## config.mk

```make
export PLATFORM = sky130hd
export DESIGN_NAME = seq_addsub
export DESIGN_NICKNAME = d
export VERILOG_FILES = /design/src/rtl/seq_addsub.sv
export SDC_FILE = /design/constraint.sdc
export NUM_CORES = 1
export LEC_CHECK = 0
export CORE_MARGIN = 5
export CORE_UTILIZATION = 45
export CTS_BUF_LIST = sky130_fd_sc_hd__clkbuf_8
export CTS_CLUSTER_DIAMETER = 80
export DETAILED_ROUTE_END_ITERATION = 10
export MAX_ROUTING_LAYER = met4
export PLACE_DENSITY_LB_ADDON = 0.25
export SYNTH_ARGS = -nofsm -noshare
export SYNTH_HDL_FRONTEND = slang
export SYNTH_SLANG_ARGS = --single-unit
```

## constraint.sdc

```tcl
create_clock -name clk -period 1.65 [get_ports clk]
set_input_delay 0.33 -clock clk [delete_from_list [all_inputs] [get_ports clk]]
set_output_delay 0.33 -clock clk [all_outputs]
set_load 0.02 [all_outputs]
```

## src/rtl/seq_addsub.sv

```systemverilog
// Chunk-serial adder/subtractor: adds CHUNK bits per clock, LSB chunk first, WIDTH/CHUNK cycles per op.
// Optional macro SEQ_ADDSUB_ACC_EN: acc=1 on accept uses the current s result as operand A.
module seq_addsub #(
    parameter int WIDTH = 8,
    parameter int CHUNK = 4
) (
    input  logic             clk,
    input  logic             reset,
    input  logic             start,
    input  logic [WIDTH-1:0] a,
    input  logic [WIDTH-1:0] b,
    input  logic             c_in,
    input  logic             sub,
    input  logic             acc,
    output logic             ready,
    output logic             done,
    output logic [WIDTH-1:0] s,
    output logic             c_out,
    output logic             ovf
);
    localparam int N  = WIDTH / CHUNK;
    localparam int IW = (N > 1) ? $clog2(N) : 1;

    localparam logic [0:0] IDLE = 1'b0;
    localparam logic [0:0] CALC = 1'b1;

    logic [0:0]       state_q, state_d;
    logic [IW-1:0]    idx_q, idx_d;
    logic             carry_q, carry_d;
    logic [WIDTH-1:0] a_q, a_d;
    logic [WIDTH-1:0] b_q, b_d;
    logic [WIDTH-1:0] res_q, res_d;
    logic [WIDTH-1:0] s_q, s_d;
    logic             c_out_q, c_out_d;
    logic             ovf_q, ovf_d;
    logic             done_q, done_d;

    logic [WIDTH-1:0] a_src;
    logic [CHUNK-1:0] op_a, op_b;
    logic [CHUNK:0]   chunk_sum;
    logic [WIDTH-1:0] sum_ext;
    logic             msb_cin;

`ifdef SEQ_ADDSUB_ACC_EN
    assign a_src = acc ? s_q : a;
`else
    logic unused_acc;
    assign unused_acc = acc;
    assign a_src      = a;
`endif

    always_comb begin
        state_d = state_q;
        idx_d   = idx_q;
        carry_d = carry_q;
        a_d     = a_q;
        b_d     = b_q;
        res_d   = res_q;
        s_d     = s_q;
        c_out_d = c_out_q;
        ovf_d   = ovf_q;
        done_d  = 1'b0;

        // Operand registers shift right, so the live chunk is always the low CHUNK bits.
        op_a      = a_q[CHUNK-1:0];
        op_b      = b_q[CHUNK-1:0];
        chunk_sum = {1'b0, op_a} + {1'b0, op_b} + {{CHUNK{1'b0}}, carry_q};
        // Carry into the top bit of this chunk, recovered from the sum bit.
        msb_cin   = chunk_sum[CHUNK-1] ^ op_a[CHUNK-1] ^ op_b[CHUNK-1];
        sum_ext   = '0;
        sum_ext[CHUNK-1:0] = chunk_sum[CHUNK-1:0];

        case (state_q)
            IDLE: begin
                if (start) begin
                    state_d = CALC;
                    idx_d   = '0;
                    a_d     = a_src;
                    b_d     = sub ? ~b : b;
                    carry_d = sub ? 1'b1 : c_in;
                    res_d   = '0;
                end
            end
            CALC: begin
                a_d     = a_q >> CHUNK;
                b_d     = b_q >> CHUNK;
                carry_d = chunk_sum[CHUNK];
                res_d   = (res_q >> CHUNK) | (sum_ext << (WIDTH - CHUNK));
                idx_d   = idx_q + 1'b1;
                if (idx_q == IW'(N - 1)) begin
                    state_d = IDLE;
                    idx_d   = '0;
                    carry_d = 1'b0;
                    s_d     = res_d;
                    c_out_d = chunk_sum[CHUNK];
                    ovf_d   = msb_cin ^ chunk_sum[CHUNK];
                    done_d  = 1'b1;
                end
            end
            default: state_d = IDLE;
        endcase
    end

    always_ff @(posedge clk) begin
        if (reset) begin
            state_q <= IDLE;
            idx_q   <= '0;
            carry_q <= 1'b0;
            a_q     <= '0;
            b_q     <= '0;
            res_q   <= '0;
            s_q     <= '0;
            c_out_q <= 1'b0;
            ovf_q   <= 1'b0;
            done_q  <= 1'b0;
        end else begin
            state_q <= state_d;
            idx_q   <= idx_d;
            carry_q <= carry_d;
            a_q     <= a_d;
            b_q     <= b_d;
            res_q   <= res_d;
            s_q     <= s_d;
            c_out_q <= c_out_d;
            ovf_q   <= ovf_d;
            done_q  <= done_d;
        end
    end

    assign ready = (state_q == IDLE);
    assign done  = done_q;
    assign s     = s_q;
    assign c_out = c_out_q;
    assign ovf   = ovf_q;

endmodule

```

# --- Word level (Yosys, flattened, before mapping) ---
# Index checks and enable logic that the tools add are counted.
totals:
  register_bits: 38
  input_bits: 22
  output_inout_bits: 12
  elab_cells: 40
classes:
  add_sub_neg: 3
  n_eq_ne: 1
  muxes: 18
  n_bitwise: 6
  n_reduce_logical: 2
op_table:
  columns: ["cell", "count"]
  rows:
  - ["$pmux 8 s2", 3]
  - ["$mux 8", 4]
  - ["$mux 1", 8]
  - ["$not 8->8", 1]
  - ["$or 4x8->8", 1]
  - ["$pmux 1 s2", 3]
  - ["$add 4x4->5", 1]
  - ["$add 5x1->5", 1]
  - ["$xor 1x1->1", 3]
  - ["$ne 2x2->1 const B", 1]
  - ["$reduce_and 2->1", 1]
  - ["$reduce_or 2->1", 1]
  - ["$add 1x1->1 const B", 1]
  - ["$not 1->1", 1]

# --- Depth between registers and ports, before layout ---
# Gate-level depths: netlist (run 1).
logic_depth:
  ltp_word: 5
  ltp_mapped: 8
  depth_no_buf: 8

# --- Worst setup path after synthesis (run 1) ---
# No wires, ideal clock.
synth_timing:
  path_kind: "reg2reg"
  from: "reg carry_q"
  to: "reg ovf_q, in the netlist ovf"
  setup_time_ns: 0.114
  t_arrival_ns: 1.639
  setup_slack_ns: -0.103
  stages_incl_launch_ff: 9
  path_buffers: 0
  period_less_slack_ns: 1.753
  path_cell_list: "dfxtp_1 fa_1 inv_1 fa_1 nand2b_1 a21oi_2 xnor2_1 xnor2_1 a21o_1"
synth_between:
  elab_chain_len: 4
synth_lines:
  columns: ["element", "line_no", "rtl"]
  rows:
  - ["start: declaration", "29", "logic carry_q, carry_d;"]
  - ["start signal: assignment", "119", "carry_q <= carry_d;"]
  - ["$add 5x1->5 *", "67", "chunk_sum = {1'b0, op_a} + {1'b0, op_b} + {{CHUNK{1'b0}}, carry_q};"]
  - ["$xor 1x1->1 (2 in series)", "69", "msb_cin = chunk_sum[CHUNK-1] ^ op_a[CHUNK-1] ^ op_b[CHUNK-1];"]
  - ["$xor 1x1->1 *", "96", "ovf_d = msb_cin ^ chunk_sum[CHUNK];"]
  - ["end signal: assignment", "125", "ovf_q <= ovf_d;"]
  - ["end: declaration", "35", "logic ovf_q, ovf_d;"]
# Every way passes the cells marked *; elsewhere a longest branch is shown, timed or not.
# A chain may end at the register's enable or synchronous reset.

# --- Final worst setup path (run 1) ---
layout_timing:
  from: "reg a_q[0]"
  to: "reg ovf_q, in the netlist ovf"
layout_between:
  elab_chain_len: 5
layout_lines:
  columns: ["element", "line_no", "rtl"]
  rows:
  - ["start: declaration", "30", "logic [WIDTH-1:0] a_q, a_d;"]
  - ["start signal: assignment", "109", "a_q <= '0;"]
  - ["start signal: assignment", "120", "a_q <= a_d;"]
  - ["$add 4x4->5 *", "67", null]
  - ["$add 5x1->5 *", "67", null]
  - ["$xor 1x1->1 (2 in series)", "69", null]
  - ["$xor 1x1->1 *", "96", null]
# Marks and branches as above.

==> results_dict.tcl, run 1 <==
set metrics [dict create \
    period_share_pct 103 \
    cts_tree "done" \
    cts_buffer_depth 2 \
    synth_edf_count 0 \
    io_pins 34 \
    swShare_pct 25.6 \
    rsz0062_at_grt "yes" \
    rows 21 \
    pwr-share-clk_pct 33.2 \
    numClockSinks 34 \
    grt_usage_pct 14.4 \
    drtIter0Drc 42 \
    critPathMaxStageDelay_ns 0.34 \
    fp.dieH_um 68.5 \
    hold_path.class "flop to flop" \
    cp-end-kind "flop" \
    power.leakage_nw 0.804 \
    worst_skew_pair.late_latency_ns 0.28 \
    synth-xor-area-share_pct 7.89 \
    drive_above_1_share_pct 14.1 \
    cts-htree-levels 2 \
    ys.flop_type "dfxtp_1" \
    crit_arrival_ns 1.88 \
    routed_wl_mm 2.89 \
    cp_slowest_cell "dfxtp_2" \
    syn_inst 178 \
    tightest_slew_ns 0.407 \
    synth_top_family_by_area "simple AND/OR/NAND/NOR gates" \
    overflow 0 \
    synth_area_leaders "dfxtp_1, nor2_1, a21oi_1" \
    dp_hpwl_mm 2.20 \
    timing.critical_path.mode_cell "fa_2" \
    area_growth_pct 32.8 \
    cts_hold_buf 0 \
    synth_async_sr_flop_share_pct 0 \
    p_sw_mw 0.471 \
    ant_nets 0 \
    synth_cell_types 27 \
    netlist_top_cells_count "nor2_1, dfxtp_1, a21oi_1" \
    dr.pass1.iters 4 \
    vias 1232 \
    muxShareOfSynthArea_pct 5.20 \
    reg2reg_depth 8 \
    violations "setup timing" \
    cts_root_buf "clkbuf_8" \
    drv_slew 0 \
    hold_depth 2 \
    yosysMostFrequentCell "nor2_1" \
    combPwrFrac_pct 18.3 \
    antenna_cells 0 \
    clk_pin_slew_ns 0.06 \
    synth-simple-area-share_pct 17.3 \
    post-cts-setup-buffer-count 0 \
    clock_skew_ns 0.00522 \
    clock.fmax_ghz 0.588 \
    setup_viol 1 \
    crit_path_start_kind "flop" \
    antenna_found_initial 0 \
    max-cap-violations 0 \
    gp_congestion 0.807 \
    grt_pass1_wl_mm 4.87 \
    io_buffers 32 \
    fin_crit_ns 1.70 \
    coreArea_um2 3340 \
    post_drt_via_cell_ratio 4.76 \
    p_int_mw 1.37 \
    synth_top_area_cell "dfxtp_1" \
    seq_area_frac_synth_pct 44.2 \
    max-vdd-ir-drop_uv 519 \
    post-place-ws_ns -0.0828 \
    synth_compound_area_share_pct 14.5 \
    drc_errors 0 \
    finalWorstSetupSlack_ns -0.0500 \
    wl_per_cell_um 11.2 \
    worstPathRequired_ns 1.83 \
    synthAdderAreaFrac_pct 5.04 \
    syn_area_um2 1540 \
    die_area_um2 4690 \
    cp_cell_sequence "fa_2, inv_2, fa_2, nand2b_4, a21oi_4, xnor2_2, xnor2_1, a21o_1" \
    synth_warnings 0 \
    hold_violations 0 \
    fin_nets 239 \
    cellPowerDensity_nw_per_um2 900 \
    seqPwrFrac_pct 48.6 \
    syn_area_per_cell_um2 8.65 \
    place_area_um2 1940 \
    fin_area_um2 2040 \
    syn_nets 205 \
    grt_pass1_vias 1163 \
    grt_max_degree 29 \
    status "complete, but fails checks" \
    crit_type "flop to flop" \
    die_width_um 68.5 \
    crit_fanout 2 \
    slew_headroom_pct 72.9 \
    yosys_register_bits 34 \
    numCtsBuffers 5 \
    initial_core_util_pct 46.1 \
    synth_top_area_share_pct 44.2 \
]
[critical path: cells and delay by family (launching register included)]
family	cells	cell delay (ns)
AOI/OAI and AO/OA	2	0.30
xor gates and xnor gates	2	0.21
adders and majority gates	2	0.55
buffers and inverters	1	0.04
DFF	1	0.34
and+or+nand+nor	1	0.15
[state kept, by name, indices dropped and copies added, names as in the netlist]
| signal | flops |
|---|---|
| c_out | 1 |
| ovf | 1 |
| carry_q | 1 |
| s | 8 |
| res_q | 4 |
| idx_q | 1 |
| done | 1 |
| b_q | 8 |
| state_q | 1 |
| a_q | 8 |
[final cells by class]
cell class,instances,area [um^2]
clock buffers,6,82.6
well taps,46,57.6
fillers,314,1290
repair buffers,40,392
flip-flops and latches,34,684
multi-input cells,126,801
clock inverters,2,8.76
inverters,5,18.8
[routing by layer]
layer / vias to the layer above / track usage, % / share of wire, %
met5: - / - / 0
met4: 0 / 5.96 / 1.5
met3: 7 / 5.09 / 6.3
met2: 29 / 24.2 / 49
met1: 543 / 15.2 / 43
li1: 653 / - / -
[through the flow]
stage | utilization [%] | power [mW] | hold WS (ns) | cells | TNS [ns]
after floorplan | - | 1.14 | 0.427 | 178 | -0.0374
after global placement | 58.2 | 1.23 | 0.436 | 251 | -0.0666
after detailed placement | 58.2 | 1.25 | 0.447 | 251 | -0.0866
after CTS | 61.1 | 1.87 | 0.456 | 259 | -0.0515
after global routing | 61.3 | 1.95 | 0.470 | 259 | -0.182
final | 61.3 | 1.84 | 0.453 | 259 | -0.0500
[timing repair]
item / in CTS / in global routing
pin swaps: 3 / 0
resized for setup: 4 / 1
endpoints found under the setup margin: 3 / 4
gates cloned: 0 / 0
hold endpoints to repair: 0 / 0
[cell usage in the layout (no fill, tap or decap)]
master and n:
xnor2_2 2, nor2_1 37, ha_1 3, clkinv_2 1, dfxtp_1 31, nor3_2 1
nor2_2 1, dlygate4sd2_1 1, or2_2 1, xor2_1 1, inv_2 2, a21oi_4 1
nand2_1 18, a31oi_1 1, mux2i_1 8, inv_1 4, dfxtp_2 3, buf_4 7
fa_2 2, a21oi_2 1, nand2b_4 1, buf_12 1, o22a_1 1, clkbuf_8 6
clkdlybuf4s50_1 31, nor3b_1 4, a21o_1 2, or3_1 1, a211oi_1 10, xnor2_1 10
a21oi_1 20
[cell families after synthesis]
family | count (synthesis)
AOI/OAI and AO/OA | 36
xor gates and xnor gates | 13
adders and majority gates | 5
and+or+nand+nor | 64
buffers and inverters | 18
DFF | 34
muxes | 8
[power groups by stage]
stage                     registers (mW)  clock network (mW)  logic (mW)
after floorplan                    0.911                   0       0.226
after global placement             0.910                   0       0.324
after detailed placement           0.912                   0       0.334
after CTS                          0.894               0.633       0.339
after global routing               0.899               0.674       0.374
final                              0.893               0.610       0.336
[path summary, 6_finish.rpt]
kind / from / end / slack (ns)
setup reg to reg: a_q[0]$_SDFFE_PP0P_ / ovf$_SDFFE_PP0P_ / -0.05
setup / recovery: a_q[0]$_SDFFE_PP0P_ / ovf$_SDFFE_PP0P_ / -0.05
hold reg to reg: s[3]$_SDFFE_PP0P_ / s[3]$_SDFFE_PP0P_ / 0.45
hold / removal: s[3]$_SDFFE_PP0P_ / s[3]$_SDFFE_PP0P_ / 0.45
Power figures use the tool's default switching activity.
==> inputs of run 2 (changes only) <==
--- a/config.mk
+++ b/config.mk
@@ -5,11 +5,14 @@
 export SDC_FILE = /design/constraint.sdc
 export NUM_CORES = 1
 export LEC_CHECK = 0
+export CELL_PAD_IN_SITES_DETAIL_PLACEMENT = 0
+export CELL_PAD_IN_SITES_GLOBAL_PLACEMENT = 1
 export CORE_MARGIN = 5
-export CORE_UTILIZATION = 45
+export CORE_UTILIZATION = 35
 export CTS_BUF_LIST = sky130_fd_sc_hd__clkbuf_8
 export CTS_CLUSTER_DIAMETER = 80
 export DETAILED_ROUTE_END_ITERATION = 10
+export GPL_TIMING_DRIVEN = 0
 export MAX_ROUTING_LAYER = met4
 export PLACE_DENSITY_LB_ADDON = 0.25
 export SYNTH_ARGS = -nofsm -noshare
==> results_dict.tcl, run 2 (synthesized netlist as in run 1, its figures left out) <==
set metrics [dict create \
    clk_pin_slew_ns 0.07 \
    cts_buffer_depth 2 \
    cts_hold_buf 0 \
    status "complete, but fails checks" \
    max-vdd-ir-drop_uv 346 \
    period_share_pct 106 \
    fin_nets 242 \
    die_area_um2 5820 \
    fin_cells 267 \
    clock_skew_ns 0.00523 \
    antenna_found_initial 0 \
    path_delay_family "adder cells" \
    drc_errors 0 \
    cts_tree "done" \
    wl_per_cell_um 12.4 \
    worstPathRequired_ns 1.83 \
    dr.pass1.iters 4 \
    worst_skew_pair.late_latency_ns 0.28 \
    layout_commonest_cell "nor2_1" \
    fp.dieH_um 76.3 \
    hold_ws_ns 0.328 \
    timing.critical_path.mode_cell "fa_2" \
    cts-htree-levels 2 \
    hold_path.class "primary input to flop" \
    fin_area_um2 2010 \
    grt_max_degree 11 \
    critPathMaxStageDelay_ns 0.35 \
    finalWorstSetupSlack_ns -0.103 \
    ant_nets 0 \
    antenna_cells 0 \
    drv_slew 0 \
    cts_root_buf "clkbuf_8" \
    grt_usage_pct 12.3 \
    cp-end-kind "flop" \
    grt_pass1_wl_mm 5.60 \
    max-cap-violations 0 \
    fin_crit_ns 1.75 \
    clock.fmax_ghz 0.570 \
    tightest_slew_ns 0.487 \
    numCtsBuffers 5 \
    setup_viol 3 \
    crit_arrival_ns 1.93 \
    cp_slowest_cell "dfxtp_2" \
    place_area_um2 1920 \
    crit_path_start_kind "flop" \
    drtIter0Drc 56 \
    drive_above_1_share_pct 14.0 \
    rsz0062_at_grt "yes" \
    cp_cell_sequence "fa_2, inv_2, fa_2, nand2b_4, a21oi_4, xnor2_2, xnor2_1, a21o_1" \
    io_buffers 29 \
    io_pins 34 \
    overflow 0 \
    crit_type "flop to flop" \
    die_width_um 76.3 \
    vias 1228 \
    dp_hpwl_mm 2.51 \
    hold_violations 0 \
    coreArea_um2 4320 \
    critPathBufInv 1 \
    post_drt_via_cell_ratio 4.60 \
    routed_wl_mm 3.31 \
    dp.cells 259 \
    crit_fanout 2 \
    area_growth_pct 30.5 \
    violations "setup timing" \
    cellPowerDensity_nw_per_um2 889 \
    rows 24 \
    power.leakage_nw 0.795 \
    gp_congestion 0.748 \
    numClockSinks 34 \
    grt_pass1_vias 1163 \
    slew_headroom_pct 67.5 \
    post-place-ws_ns -0.175 \
    initial_core_util_pct 35.6 \
    mostFrequentLayoutCells "nor2_1, dfxtp_1, clkdlybuf4s50_1" \
]
## run 2: cell types whose count changed in the layout (fill, tap and decap cells not counted)
cell	delta
clkinv_2	-1
buf_12	-1
buf_4	-2
clkbuf_1	+3
clkbuf_2	+1
nor3_1	+1
buf_2	+5
nor3_2	-1
inv_1	+1
clkdlybuf4s50_1	-3
clkbuf_8	-1
## run 2: worst paths after layout
check             cells after the start  slack [ns]                   from                end
setup / recovery                      8       -0.10   carry_q$_SDFFE_PP0P_   ovf$_SDFFE_PP0P_
hold / removal                        2        0.33                  reset  s[0]$_SDFFE_PP0P_
setup reg to reg                      8       -0.10   carry_q$_SDFFE_PP0P_   ovf$_SDFFE_PP0P_
hold reg to reg                       2        0.45  res_q[7]$_SDFFE_PP0P_  s[3]$_SDFFE_PP0P_
## run 2: where the power goes
| group | switching [mW] | internal [mW] | leakage (nW) | total, mW |
|---|---|---|---|---|
| logic | 0.171 | 0.164 | 0.470 | 0.335 |
| clock network | 0.279 | 0.278 | 0.0466 | 0.557 |
| registers | 0.0268 | 0.867 | 0.279 | 0.894 |
| total | 0.476 | 1.31 | 0.795 | 1.79 |
## run 2: worst reg2reg max path: stages, from the launching register on
cell      delay, ns
dfxtp_2        0.35
fa_2           0.23
inv_2          0.04
fa_2           0.35
nand2b_4       0.16
a21oi_4        0.17
xnor2_2        0.13
xnor2_1        0.08
a21o_1         0.15
## run 2: cell type report
class / instances / area, um^2
inverter: 5 / 18.8
clock buffer: 5 / 68.8
sequential: 34 / 684
clock inverter: 2 / 7.51
fill: 449 / 2320
buffer: 13 / 71.3
timing repair buffer: 30 / 297
tap: 52 / 65.1
multi-input combinational: 126 / 796
## run 2: metrics by stage
stage                     utilization [%]  TNS [ns]  power [mW]
after floorplan                         -   -0.0374        1.14
after global placement               44.3    -0.156        1.24
after detailed placement             44.3    -0.175        1.25
after CTS                            46.3    -0.132        1.81
after global routing                 46.4    -0.403        1.89
final                                46.4    -0.130        1.79
## run 2: per-layer routing
| metal | wire, um | vias to the layer above | GRT usage [%] |
|---|---|---|---|
| li1 | - | 660 | - |
| met1 | 1630 | 528 | 15.2 |
| met2 | 1460 | 34 | 18.2 |
| met3 | 178 | 6 | 4.73 |
| met4 | 47 | 0 | 4.20 |
| met5 | 0 | - | - |
## run 2: what timing repair did
action	in CTS	in global routing
setup endpoints to repair	2	4
gates resized for setup	3	1
setup buffers	0	1
pin swaps	1	2
gates cloned	0	0
